--- src/rtl/keypad_scanner_if.sv ---
// Keypad pins plus the debounced key/entry outputs; master is the scanner side.
interface keypad_scanner_if;
    logic [3:0]  row_in;
    logic [3:0]  col_out;
    logic        entry_clr;
    logic [3:0]  key_code;
    logic        key_valid;
    logic        key_held;
    logic [15:0] entry;

    modport master (
        input  row_in, entry_clr,
        output col_out, key_code, key_valid, key_held, entry
    );

    modport slave (
        output row_in, entry_clr,
        input  col_out, key_code, key_valid, key_held, entry
    );
endinterface

--- src/rtl/keypad_scanner.sv ---
// 4x4 active-low keypad scanner/debouncer feeding a 4-digit BCD entry register; KEYPAD_AUTO_REPEAT_EN adds held-key repeat.
// Latency: key_valid one cycle after the DEBOUNCE_SCANS-th matching frame; no backpressure (pulse outputs).
module keypad_scanner #(
    parameter int SCAN_DIV_BITS  = 11,
    parameter int DEBOUNCE_SCANS = 4
`ifdef KEYPAD_AUTO_REPEAT_EN
    ,
    parameter int REPEAT_DELAY   = 64,
    parameter int REPEAT_RATE    = 16
`endif
) (
    input logic              clk_fast,
    input logic              rst_n,
    keypad_scanner_if.master kp
);
    typedef enum logic [1:0] {IDLE, DEBOUNCE, PRESSED, RELEASE} state_t;
    localparam logic [3:0] DS = 4'(DEBOUNCE_SCANS);

    logic [SCAN_DIV_BITS-1:0] presc;
    logic [1:0]  col_idx;
    logic [3:0]  col_q;
    logic [15:0] hits, frame_hits;
    logic        tick, frame_done;
    logic [1:0]  hit_cnt;
    logic [3:0]  hit_idx, hit_code;
    logic        none_hit, single_hit;

    state_t      state, state_n;
    logic [3:0]  cand, cand_n, cnt, cnt_n;
    logic        armed, armed_n, accept;
    logic [3:0]  code_q;
    logic        valid_q;
    logic [15:0] entry_q;

`ifdef KEYPAD_AUTO_REPEAT_EN
    localparam int RPT_MAX = (REPEAT_DELAY > REPEAT_RATE) ? REPEAT_DELAY : REPEAT_RATE;
    localparam int RPT_W   = $clog2(RPT_MAX + 1);
    logic [RPT_W-1:0] rpt_cnt, rpt_cnt_n, rpt_limit;
    logic             rpt_first, rpt_first_n;
    assign rpt_limit = rpt_first ? RPT_W'(REPEAT_DELAY) : RPT_W'(REPEAT_RATE);
`endif

    function automatic logic [3:0] map_code(input logic [3:0] idx);
        case (idx)
            4'd0:  map_code = 4'h1;  4'd1:  map_code = 4'h2;
            4'd2:  map_code = 4'h3;  4'd3:  map_code = 4'hA;
            4'd4:  map_code = 4'h4;  4'd5:  map_code = 4'h5;
            4'd6:  map_code = 4'h6;  4'd7:  map_code = 4'hB;
            4'd8:  map_code = 4'h7;  4'd9:  map_code = 4'h8;
            4'd10: map_code = 4'h9;  4'd11: map_code = 4'hC;
            4'd12: map_code = 4'h0;  4'd13: map_code = 4'hF;
            4'd14: map_code = 4'hE;  default: map_code = 4'hD;
        endcase
    endfunction

    assign tick       = &presc;
    assign frame_done = tick && (col_idx == 2'd3);

    // Hit bit index is row*4+col; the current column is merged in so the
    // final tick of a frame classifies all sixteen keys at once.
    always_comb begin
        frame_hits = hits;
        for (int r = 0; r < 4; r++)
            frame_hits[r*4 + int'(col_idx)] = ~kp.row_in[r];
    end

    always_comb begin
        hit_cnt = 2'd0;
        hit_idx = 4'd0;
        for (int i = 0; i < 16; i++) begin
            if (frame_hits[i]) begin
                hit_cnt = (hit_cnt == 2'd0) ? 2'd1 : 2'd2;
                hit_idx = 4'(i);
            end
        end
    end

    assign none_hit   = (hit_cnt == 2'd0);
    assign single_hit = (hit_cnt == 2'd1);
    assign hit_code   = map_code(hit_idx);

    always_ff @(posedge clk_fast) begin
        if (!rst_n) begin
            presc   <= '0;
            col_idx <= 2'd0;
            col_q   <= 4'b1110;
            hits    <= '0;
        end else begin
            presc <= presc + 1'b1;
            if (tick) begin
                hits    <= frame_hits;
                col_idx <= col_idx + 2'd1;
                col_q   <= ~(4'b0001 << (col_idx + 2'd1));
            end
        end
    end

    // After reset the scanner stays disarmed until DEBOUNCE_SCANS empty
    // frames are seen, so a key held through reset is never reported.
    always_comb begin
        state_n = state;
        cand_n  = cand;
        cnt_n   = cnt;
        armed_n = armed;
        accept  = 1'b0;
`ifdef KEYPAD_AUTO_REPEAT_EN
        rpt_cnt_n   = rpt_cnt;
        rpt_first_n = rpt_first;
`endif
        if (frame_done) begin
            case (state)
                IDLE: begin
                    if (!armed) begin
                        if (!none_hit) cnt_n = 4'd0;
                        else if (cnt + 4'd1 == DS) begin
                            armed_n = 1'b1;
                            cnt_n   = 4'd0;
                        end else cnt_n = cnt + 4'd1;
                    end else if (single_hit) begin
                        state_n = DEBOUNCE;
                        cand_n  = hit_code;
                        cnt_n   = 4'd1;
                    end
                end
                DEBOUNCE: begin
                    if (single_hit && hit_code == cand) begin
                        if (cnt + 4'd1 == DS) begin
                            state_n = PRESSED;
                            cnt_n   = 4'd0;
                            accept  = 1'b1;
                        end else cnt_n = cnt + 4'd1;
                    end else if (single_hit) begin
                        cand_n = hit_code;
                        cnt_n  = 4'd1;
                    end else begin
                        state_n = IDLE;
                        cnt_n   = 4'd0;
                    end
                end
                PRESSED: begin
                    if (none_hit) begin
                        state_n = RELEASE;
                        cnt_n   = 4'd1;
                    end
`ifdef KEYPAD_AUTO_REPEAT_EN
                    else if (single_hit && hit_code == cand) begin
                        if (rpt_cnt + 1'b1 == rpt_limit) begin
                            accept      = 1'b1;
                            rpt_cnt_n   = '0;
                            rpt_first_n = 1'b0;
                        end else rpt_cnt_n = rpt_cnt + 1'b1;
                    end
`else
                    else state_n = PRESSED;
`endif
                end
                default: begin
                    if (!none_hit) begin
                        state_n = PRESSED;
                        cnt_n   = 4'd0;
                    end else if (cnt + 4'd1 == DS) begin
                        state_n = IDLE;
                        cnt_n   = 4'd0;
                    end else cnt_n = cnt + 4'd1;
                end
            endcase
        end
`ifdef KEYPAD_AUTO_REPEAT_EN
        if (state_n != PRESSED) begin
            rpt_cnt_n   = '0;
            rpt_first_n = 1'b1;
        end
`endif
    end

    always_ff @(posedge clk_fast) begin
        if (!rst_n) begin
            state   <= IDLE;
            cand    <= 4'd0;
            cnt     <= 4'd0;
            armed   <= 1'b0;
            code_q  <= 4'd0;
            valid_q <= 1'b0;
`ifdef KEYPAD_AUTO_REPEAT_EN
            rpt_cnt   <= '0;
            rpt_first <= 1'b1;
`endif
        end else begin
            state   <= state_n;
            cand    <= cand_n;
            cnt     <= cnt_n;
            armed   <= armed_n;
            valid_q <= accept;
            if (accept) code_q <= cand;
`ifdef KEYPAD_AUTO_REPEAT_EN
            rpt_cnt   <= rpt_cnt_n;
            rpt_first <= rpt_first_n;
`endif
        end
    end

    always_ff @(posedge clk_fast) begin
        if (!rst_n || kp.entry_clr) entry_q <= '0;
        else if (valid_q) begin
            if (code_q <= 4'd9)       entry_q <= {entry_q[11:0], code_q};
            else if (code_q == 4'hC)  entry_q <= '0;
        end
    end

    assign kp.col_out   = col_q;
    assign kp.key_code  = code_q;
    assign kp.key_valid = valid_q;
    assign kp.key_held  = (state == PRESSED) || (state == RELEASE);
    assign kp.entry     = entry_q;
endmodule

--- src/flat_wrapper.sv ---
// flat-port wrapper written by rule: the top's interface ports become plain ports
module keypad_scanner_flat 
#(
    parameter int SCAN_DIV_BITS  = 11,
    parameter int DEBOUNCE_SCANS = 4

)
  (clk_fast, rst_n, kp_row_in, kp_entry_clr, kp_col_out, kp_key_code, kp_key_valid, kp_key_held, kp_entry);
  keypad_scanner_if kp_i ();
  input logic clk_fast;
  input logic rst_n;
  input wire logic [$bits(kp_i.row_in)-1:0] kp_row_in;
  input wire logic [$bits(kp_i.entry_clr)-1:0] kp_entry_clr;
  output wire logic [$bits(kp_i.col_out)-1:0] kp_col_out;
  output wire logic [$bits(kp_i.key_code)-1:0] kp_key_code;
  output wire logic [$bits(kp_i.key_valid)-1:0] kp_key_valid;
  output wire logic [$bits(kp_i.key_held)-1:0] kp_key_held;
  output wire logic [$bits(kp_i.entry)-1:0] kp_entry;
  assign kp_i.row_in = kp_row_in;
  assign kp_i.entry_clr = kp_entry_clr;
  assign kp_col_out = kp_i.col_out;
  assign kp_key_code = kp_i.key_code;
  assign kp_key_valid = kp_i.key_valid;
  assign kp_key_held = kp_i.key_held;
  assign kp_entry = kp_i.entry;
  keypad_scanner #(.SCAN_DIV_BITS(SCAN_DIV_BITS), .DEBOUNCE_SCANS(DEBOUNCE_SCANS)) u_core (.clk_fast(clk_fast), .rst_n(rst_n), .kp(kp_i));
endmodule
--- config.mk ---
export PLATFORM = sky130hd
export DESIGN_NAME = keypad_scanner_flat
export DESIGN_NICKNAME = d
export VERILOG_FILES = /design/src/rtl/keypad_scanner_if.sv /design/src/rtl/keypad_scanner.sv /design/src/flat_wrapper.sv
export SDC_FILE = /design/constraint.sdc
export NUM_CORES = 1
export LEC_CHECK = 0
export BUFFER_PORTS_ARGS = -buffer_cell sky130_fd_sc_hd__buf_2
export CORE_UTILIZATION = 60
export DETAILED_ROUTE_END_ITERATION = 16
export PLACE_DENSITY = 0.84
export SLEW_MARGIN = 20
export SYNTH_ARGS = -nofsm -noshare
export SYNTH_HDL_FRONTEND = slang
export SYNTH_SLANG_ARGS = --single-unit
--- constraint.sdc ---
create_clock -name clk_fast -period 4.8 [get_ports clk_fast]
set_input_delay 0.72 -clock clk_fast [delete_from_list [all_inputs] [get_ports clk_fast]]
set_output_delay 0.72 -clock clk_fast [all_outputs]
set_load 0.02 [all_outputs]
After elaboration in Yosys (flattened, before gate mapping)
Memory sizes are Yosys's and may differ from the RTL's.
Index checks and enable logic that the tools add are counted.
{ "word_totals": {"out_inout_bits": 26, "n_memories": 1, "elab_cells": 170, "romBits": 64, "register_bits": 65} }
{ "mem_list": {"columns": ["memory", "words", "word_bits", "rd", "rd_clocked_by_memory_dff", "wr", "line_no", "text"], "rows": [
  ["(no name shown)", 16, 4, 1, 0, 0, "keypad_scanner.sv:44", "case (idx)"]
]} }
{ "op_classes": {"bitwise_logic": 5, "muxes": 87, "reduce_logical": 34, "n_addsub": 6, "n_eq_ne": 16, "order_cmp": 9, "n_shift": 1} }
{ "op_table": {"columns": ["cell", "n"], "rows": [
  [">= comparator 32 x 1 -> 1 bit, second input constant", 3],
  ["< comparator 32 x 6 -> 1 bit, second input constant", 3],
  ["2-to-1 mux 2 bit", 39],
  ["2-to-1 mux 4 bit", 17],
  ["bitwise mux 16 bit", 4],
  ["logical NOT 2 bit", 17],
  ["2-to-1 mux 16 bit", 2],
  ["2-to-1 mux 1 bit", 14],
  ["demux 1 bit (select 4 bit)", 3],
  ["2-to-1 mux 3 bit", 4],
  ["one-hot mux 4 bit (3 select lines)", 1],
  ["adder 11 x 1 -> 11 bit, second input constant", 1],
  ["AND reduction 11 bit", 1],
  ["adder 4 x 2 -> 5 bit, first input constant", 2],
  ["one-hot mux 4 bit (2 select lines)", 1],
  ["equality test 2 bit, second input constant", 3],
  ["logical AND 1 bit", 6],
  ["!= test 2 x 1 -> 1 bit, second input constant", 3],
  ["!= test 3 x 2 -> 1 bit, second input constant", 2],
  ["one-hot mux 2 bit (3 select lines)", 1],
  ["AND reduction 6 bit", 1],
  ["< comparator 2 x 5 -> 1 bit, second input constant", 1],
  ["!= test 5 bit, second input constant", 1],
  ["adder 3 x 2 -> 4 bit, first input constant", 1],
  ["other kinds (20)", 27]
]} }

Longest topological paths before layout
{ "depth": {"depth_word": 59, "depth_mapped": 21, "mapped_depth_nobuf": 19} }

Worst setup path before layout
Ideal clock, no wire load.
{ "synth_path": {"path_type": "register to register", "start": "register u_core.col_idx[1]", "end": "register u_core.cand[0]", "setup_slack_ps": 1024, "stages_incl_launch_ff": 18, "n_path_buf": 1, "period_less_slack_ps": 3776, "arrival_ps": 3713, "setup_ps": 63, "cell_sequence": "dfxtp_1 -> inv_1 -> ha_1 -> buf_6 -> nor2_1 -> a21oi_1 -> ha_1 -> or2_1 -> a2111o_1 -> and3_4 -> mux2i_2 -> o211ai_2 -> a31oi_1 -> mux2i_1 -> nor3b_4 -> o2111ai_4 -> mux2_4 -> nor2_2"} }
{ "synth_rtl": {"columns": ["element", "line_no", "text"], "rows": [
  ["from (decl)", "keypad_scanner.sv:20", "logic [1:0] col_idx;"],
  ["from (signal assigned)", "keypad_scanner.sv:92", "col_idx <= col_idx + 2'd1;"],
  ["adder 3 x 2 -> 4 bit, or another cell as far along", "keypad_scanner.sv:64", "frame_hits[r*4 + int'(col_idx)] = ~kp.row_in[r];"],
  [">= comparator 32 x 1 -> 1 bit (implied by the code), or another cell as far along", "keypad_scanner.sv:64", null],
  ["logical AND 1 bit (implied by the code) or 2-to-1 mux 1 bit (tied branches)", "keypad_scanner.sv:64", null],
  ["2-to-1 mux 1 bit (implied by the code) or demux 1 bit (select 2 bit) (tied branches)", null, null],
  ["demux 1 bit (select 4 bit) or bitwise mux 16 bit (tied branches)", null, null],
  ["bitwise mux 16 bit (2 in a row)", "keypad_scanner.sv:64", null],
  ["bitwise mux 16 bit (*)", "keypad_scanner.sv:64", null],
  ["net u_core.frame_hits[1]", "keypad_scanner.sv:22", "logic [15:0] hits, frame_hits;"],
  ["(+39 left out)", null, null],
  ["2-to-1 mux 2 bit", "keypad_scanner.sv:71", "if (frame_hits[i]) begin"],
  ["logical NOT 2 bit", "keypad_scanner.sv:72", "hit_cnt = (hit_cnt == 2'd0) ? 2'd1 : 2'd2;"],
  ["2-to-1 mux 2 bit", "keypad_scanner.sv:72", null],
  ["2-to-1 mux 2 bit", "keypad_scanner.sv:71", null],
  ["equality test 2 x 1 -> 1 bit", "keypad_scanner.sv:79", "assign single_hit = (hit_cnt == 2'd1);"],
  ["2-to-1 mux 4 bit or logical AND 1 bit (tied branches)", "keypad_scanner.sv:119, keypad_scanner.sv:132, keypad_scanner.sv:126", null],
  ["2-to-1 mux 4 bit, or another cell as far along", "keypad_scanner.sv:126", "if (single_hit && hit_code == cand) begin"],
  ["one-hot mux 4 bit (2 select lines) or AND reduction 4 bit (tied branches)", null, null],
  ["to (signal assigned)", "keypad_scanner.sv:190", "cand <= cand_n;"],
  ["to (decl)", "keypad_scanner.sv:29", "logic [3:0] cand, cand_n, cnt, cnt_n;"]
]} }
The timed path passes the listed nets; every way through them passes the cells marked *. The select of a mux whose other input is x is not followed.
A chain may end at the register's enable or synchronous reset.

Worst setup path after layout
{ "layout_path": {"start": "register u_core.col_idx[0]", "end": "register u_core.code_q[3], in the netlist u_core.kp.key_code[3]"} }
{ "layout_via": {"elab_chain_len": 59} }
{ "layout_lines": {"columns": ["element", "line_no", "text"], "rows": [
  ["adder 3 x 2 -> 4 bit, or another cell as far along", "keypad_scanner.sv:64", null],
  [">= comparator 32 x 1 -> 1 bit (implied by the code), or another cell as far along", "keypad_scanner.sv:64", null],
  ["logical AND 1 bit (implied by the code) or 2-to-1 mux 1 bit (tied branches)", "keypad_scanner.sv:64", null],
  ["2-to-1 mux 1 bit (implied by the code) or demux 1 bit (select 2 bit) (tied branches)", null, null],
  ["demux 1 bit (select 4 bit) or bitwise mux 16 bit (tied branches)", null, null],
  ["bitwise mux 16 bit (3 in a row)", "keypad_scanner.sv:64", null],
  ["2-to-1 mux 1 bit", "keypad_scanner.sv:71", null],
  ["logical NOT 2 bit", "keypad_scanner.sv:72", null],
  ["(+41 left out)", null, null],
  ["logical NOT 2 bit", "keypad_scanner.sv:72", null],
  ["2-to-1 mux 2 bit", "keypad_scanner.sv:72", null],
  ["2-to-1 mux 2 bit", "keypad_scanner.sv:71", null],
  ["equality test 2 x 1 -> 1 bit", "keypad_scanner.sv:79", null],
  ["logical AND 1 bit", "keypad_scanner.sv:126", null],
  ["2-to-1 mux 1 bit", "keypad_scanner.sv:126", null],
  ["2-to-1 mux 1 bit", "keypad_scanner.sv:111", "case (state)"],
  ["2-to-1 mux 1 bit (*)", "keypad_scanner.sv:110", "if (frame_done) begin"],
  ["to (signal assigned)", "keypad_scanner.sv:194", "if (accept) code_q <= cand;"],
  ["to (decl)", "keypad_scanner.sv:31", "logic [3:0] code_q;"]
]} }
Mark *: on every way between the ends. The rest lies on a longest branch, timed or not.

==> flow_summary.json <==
{
  "viasPerCell": 5.99,
  "die_area_sq_mm": 0.00678,
  "cellPowerDensity_mw_per_mm2": 246,
  "cts_hold_buffers": 0,
  "critPathMaxStageDelay_ps": 460,
  "finalCritPeriodShare_pct": 91.5,
  "ff2ff_setup_slack_ps": 410,
  "num_vias": 3555,
  "routabilityCongestion": 0.974,
  "synthTopCellsByArea": "dfxtp_1 34%, nor2_1 7.6%, a21oi_1 5.6%, nand2_1 5.1%, ha_1 4.8%",
  "coreArea_sq_mm": 0.00606,
  "path_class": "reg -> reg",
  "grt_pass1_vias": 3102,
  "drtIter0Drc": 172,
  "max_freq_mhz": 228,
  "synth_top_area_cell": "dfxtp_1",
  "grt_overflow_total": 0,
  "path_max_fanout": 15,
  "utilization_pct": 69.5,
  "die_height_microns": 82.3,
  "route.detailed.drc": 0,
  "maxCapViolations": 0,
  "hold_viol_final": 0,
  "clk_latency_ps": 350,
  "grt_pass1_wl_microns": 13800,
  "first_pass_iters": 5,
  "fin_skew_ps": 13.1,
  "status": "finished clean",
  "slew_violations": 0,
  "final-setup-viol-count": 0,
  "cts_tree": "built",
  "async_flop_share_pct": 0,
  "hold_class": "reg -> reg",
  "mappedNetlistArea_sq_mm": 0.00387,
  "drive_above_1_share_pct": 15.3,
  "cts_made_buffers": 9,
  "ir_drop_mv": 0.232,
  "finalNonFillerCells": 593,
  "grt_use_met1_pct": 32.5,
  "ant_nets": 0,
  "grtUsageMet3_pct": 6.81,
  "grt_use_total_pct": 26.8,
  "fp-row-count": 28,
  "cts_sinks": 65,
  "layout_commonest_cell": "nor2_1",
  "yosysWarnings": 0,
  "ys.flop_type": "dfxtp_1",
  "antenna_found_initial": 0,
  "fin_setup_tns_ps": 0,
  "num-nets-final": 535,
  "required_ps": 5020,
  "synth.net_count": 516,
  "worstSetupEndpointType": "register",
  "tightest_slew_ps": 869,
  "synthToLayoutAreaGrowth_pct": 8.76,
  "path_delay_family": "compound AO/OA/AOI/OAI gates",
  "synth_edf_count": 0,
  "avgSynthCellArea_sq_um": 7.84,
  "ys_seq_elements": 65,
  "critPathArrivalTime_ps": 4620,
  "ys_types": 73,
  "worst-path-buf-inv": 2,
  "slowest_stage": "dfxtp_1",
  "p_leak_nw": 1.69,
  "final_cell_mix": "78 x nor2_1, 65 x dfxtp_1, 53 x nand2_1",
  "io_pins": 33,
  "rsz0062_at_grt": "false",
  "yosysSeqAreaShare_pct": 33.6,
  "wl_per_cell_microns": 14.6,
  "h-tree-depth": 3,
  "routed_wirelength_microns": 8650,
  "dp_cells": 577,
  "dp_hpwl_microns": 6320,
  "cp-start-kind": "register",
  "die_w_microns": 82.3,
  "io_buffers": 32,
  "period_needed_ps": 4390,
  "clk_pin_slew_ps": 80,
  "antennaDiodeCount": 0,
  "grt_start_max_net_pins": 35,
  "initial_core_util_pct": 63.9,
  "syn_inst": 494,
  "synth_top_area_share_pct": 33.6,
  "cts_max_path_buffers": 2,
  "top_usage_layer": "met2",
  "max-slew-margin-rel_pct": 41.9,
  "worstPathCellList": "inv_1 -> ha_2 -> nor2b_1 -> a2111o_1 -> a211oi_1 -> o22ai_1 -> o21ai_0 -> nand2_1 -> nand2_1 -> inv_1 -> ha_1 -> a22o_1 -> a31oi_1 -> xnor2_1 -> nor4_2 -> nand4b_1 -> nand2b_1 -> mux2i_1 -> nor2_1",
  "grt_util_met2_pct": 44.9,
  "cts_root_buf": "clkbuf_8"
}
-- through the flow --
step           setup slack, ps  total power [mW]  cell area [sq um]  hold WS [ps]
6_report                   408              1.03               4210           457
5_1_grt                   66.9              1.07               4210           484
4_1_cts                    333              1.04               4200           460
3_5_place_dp               392             0.627               4030           442
3_3_place_gp               670             0.625               4030           426
2_1_floorplan             1020             0.611               3870           418
-- synth_stat cells (all sizes together), types with 4 or more instances --
| cell type | number |
|---|---|
| clkbuf | 18 |
| o21ai | 20 |
| nor2 | 80 |
| ha | 15 |
| xnor2 | 7 |
| buf | 9 |
| o22ai | 4 |
| and3 | 7 |
| nand2b | 16 |
| mux2i | 9 |
| nand3 | 11 |
| o211ai | 10 |
| a22oi | 15 |
| inv | 18 |
| xor2 | 8 |
| dfxtp | 65 |
| nand2 | 55 |
| a21oi | 44 |
| or2 | 7 |
| or3 | 6 |
| a31oi | 6 |
| nor2b | 5 |
-- area by class of cell --
| cell class | instances | area, sq um |
|---|---|---|
| sequential | 65 | 1300 |
| tap | 75 | 93.8 |
| inverter | 18 | 67.6 |
| clock buffer | 9 | 124 |
| fill | 508 | 1850 |
| timing repair buffer | 35 | 183 |
| clock inverter | 7 | 51.3 |
| multi-input combinational | 384 | 2390 |
-- flip-flops by register name (all words and copies together), names as in the netlist --
signal               count
u_core.kp.entry         16
u_core.cand              4
u_core.hits             16
u_core.kp.key_valid      1
u_core.presc            11
u_core.col_idx           2
u_core.kp.key_code       4
u_core.armed             1
u_core.state             2
u_core.kp.col_out        4
u_core.cnt               4
-- where the power goes --
| group | switching, mW | internal (mW) | total [mW] | leakage [nW] |
|---|---|---|---|---|
| Combinational | 0.0446 | 0.0276 | 0.0722 | 1.08 |
| Sequential | 0.00194 | 0.541 | 0.543 | 0.524 |
| Clock | 0.229 | 0.190 | 0.420 | 0.0864 |
-- metal layers --
| layer | routed length (microns) | vias to the layer above |
|---|---|---|
| li1 | - | 1781 |
| met1 | 3900 | 1643 |
| met2 | 4040 | 104 |
| met3 | 510 | 27 |
| met4 | 200 | 0 |
| met5 | 0 | - |
-- worst register-to-register path: stages (launching register included) --
cell,delay [ps]
dfxtp_1,460
inv_1,150
ha_2,300
nor2b_1,190
a2111o_1,300
a211oi_1,270
o22ai_1,160
o21ai_0,180
nand2_1,70
nand2_1,140
inv_1,70
ha_1,220
a22o_1,200
a31oi_1,240
xnor2_1,120
nor4_2,410
nand4b_1,170
nand2b_1,310
mux2i_1,260
nor2_1,50
-- worst paths after layout --
path                          start  cells after the start               endpoint
setup reg to reg  u_core.col_idx[0]                     19  u_core.kp.key_code[3]
setup / recovery  u_core.col_idx[0]                     19  u_core.kp.key_code[3]
hold reg to reg     u_core.presc[0]                      1        u_core.presc[0]
hold / removal      u_core.presc[0]                      1        u_core.presc[0]
-- what timing repair did --
item                       CTS  global route
setup endpoints to repair    0             4
buffers inserted             0             0
gates resized for setup      0             2
-- cell families (layout without fill, tap and decap cells) --
kind of cell | count (synthesis) | after routing | share of synthesized area [%]
compound gates | 136 | 136 | 24.3
fa+ha+maj | 15 | 15 | 4.85
buf+inv | 45 | 69 | 4.88
simple gates | 207 | 207 | 25.7
flops | 65 | 65 | 33.6
xor+xnor | 15 | 15 | 3.39
mux | 11 | 11 | 3.20
No activity file was read; power rests on OpenSTA's default activity.
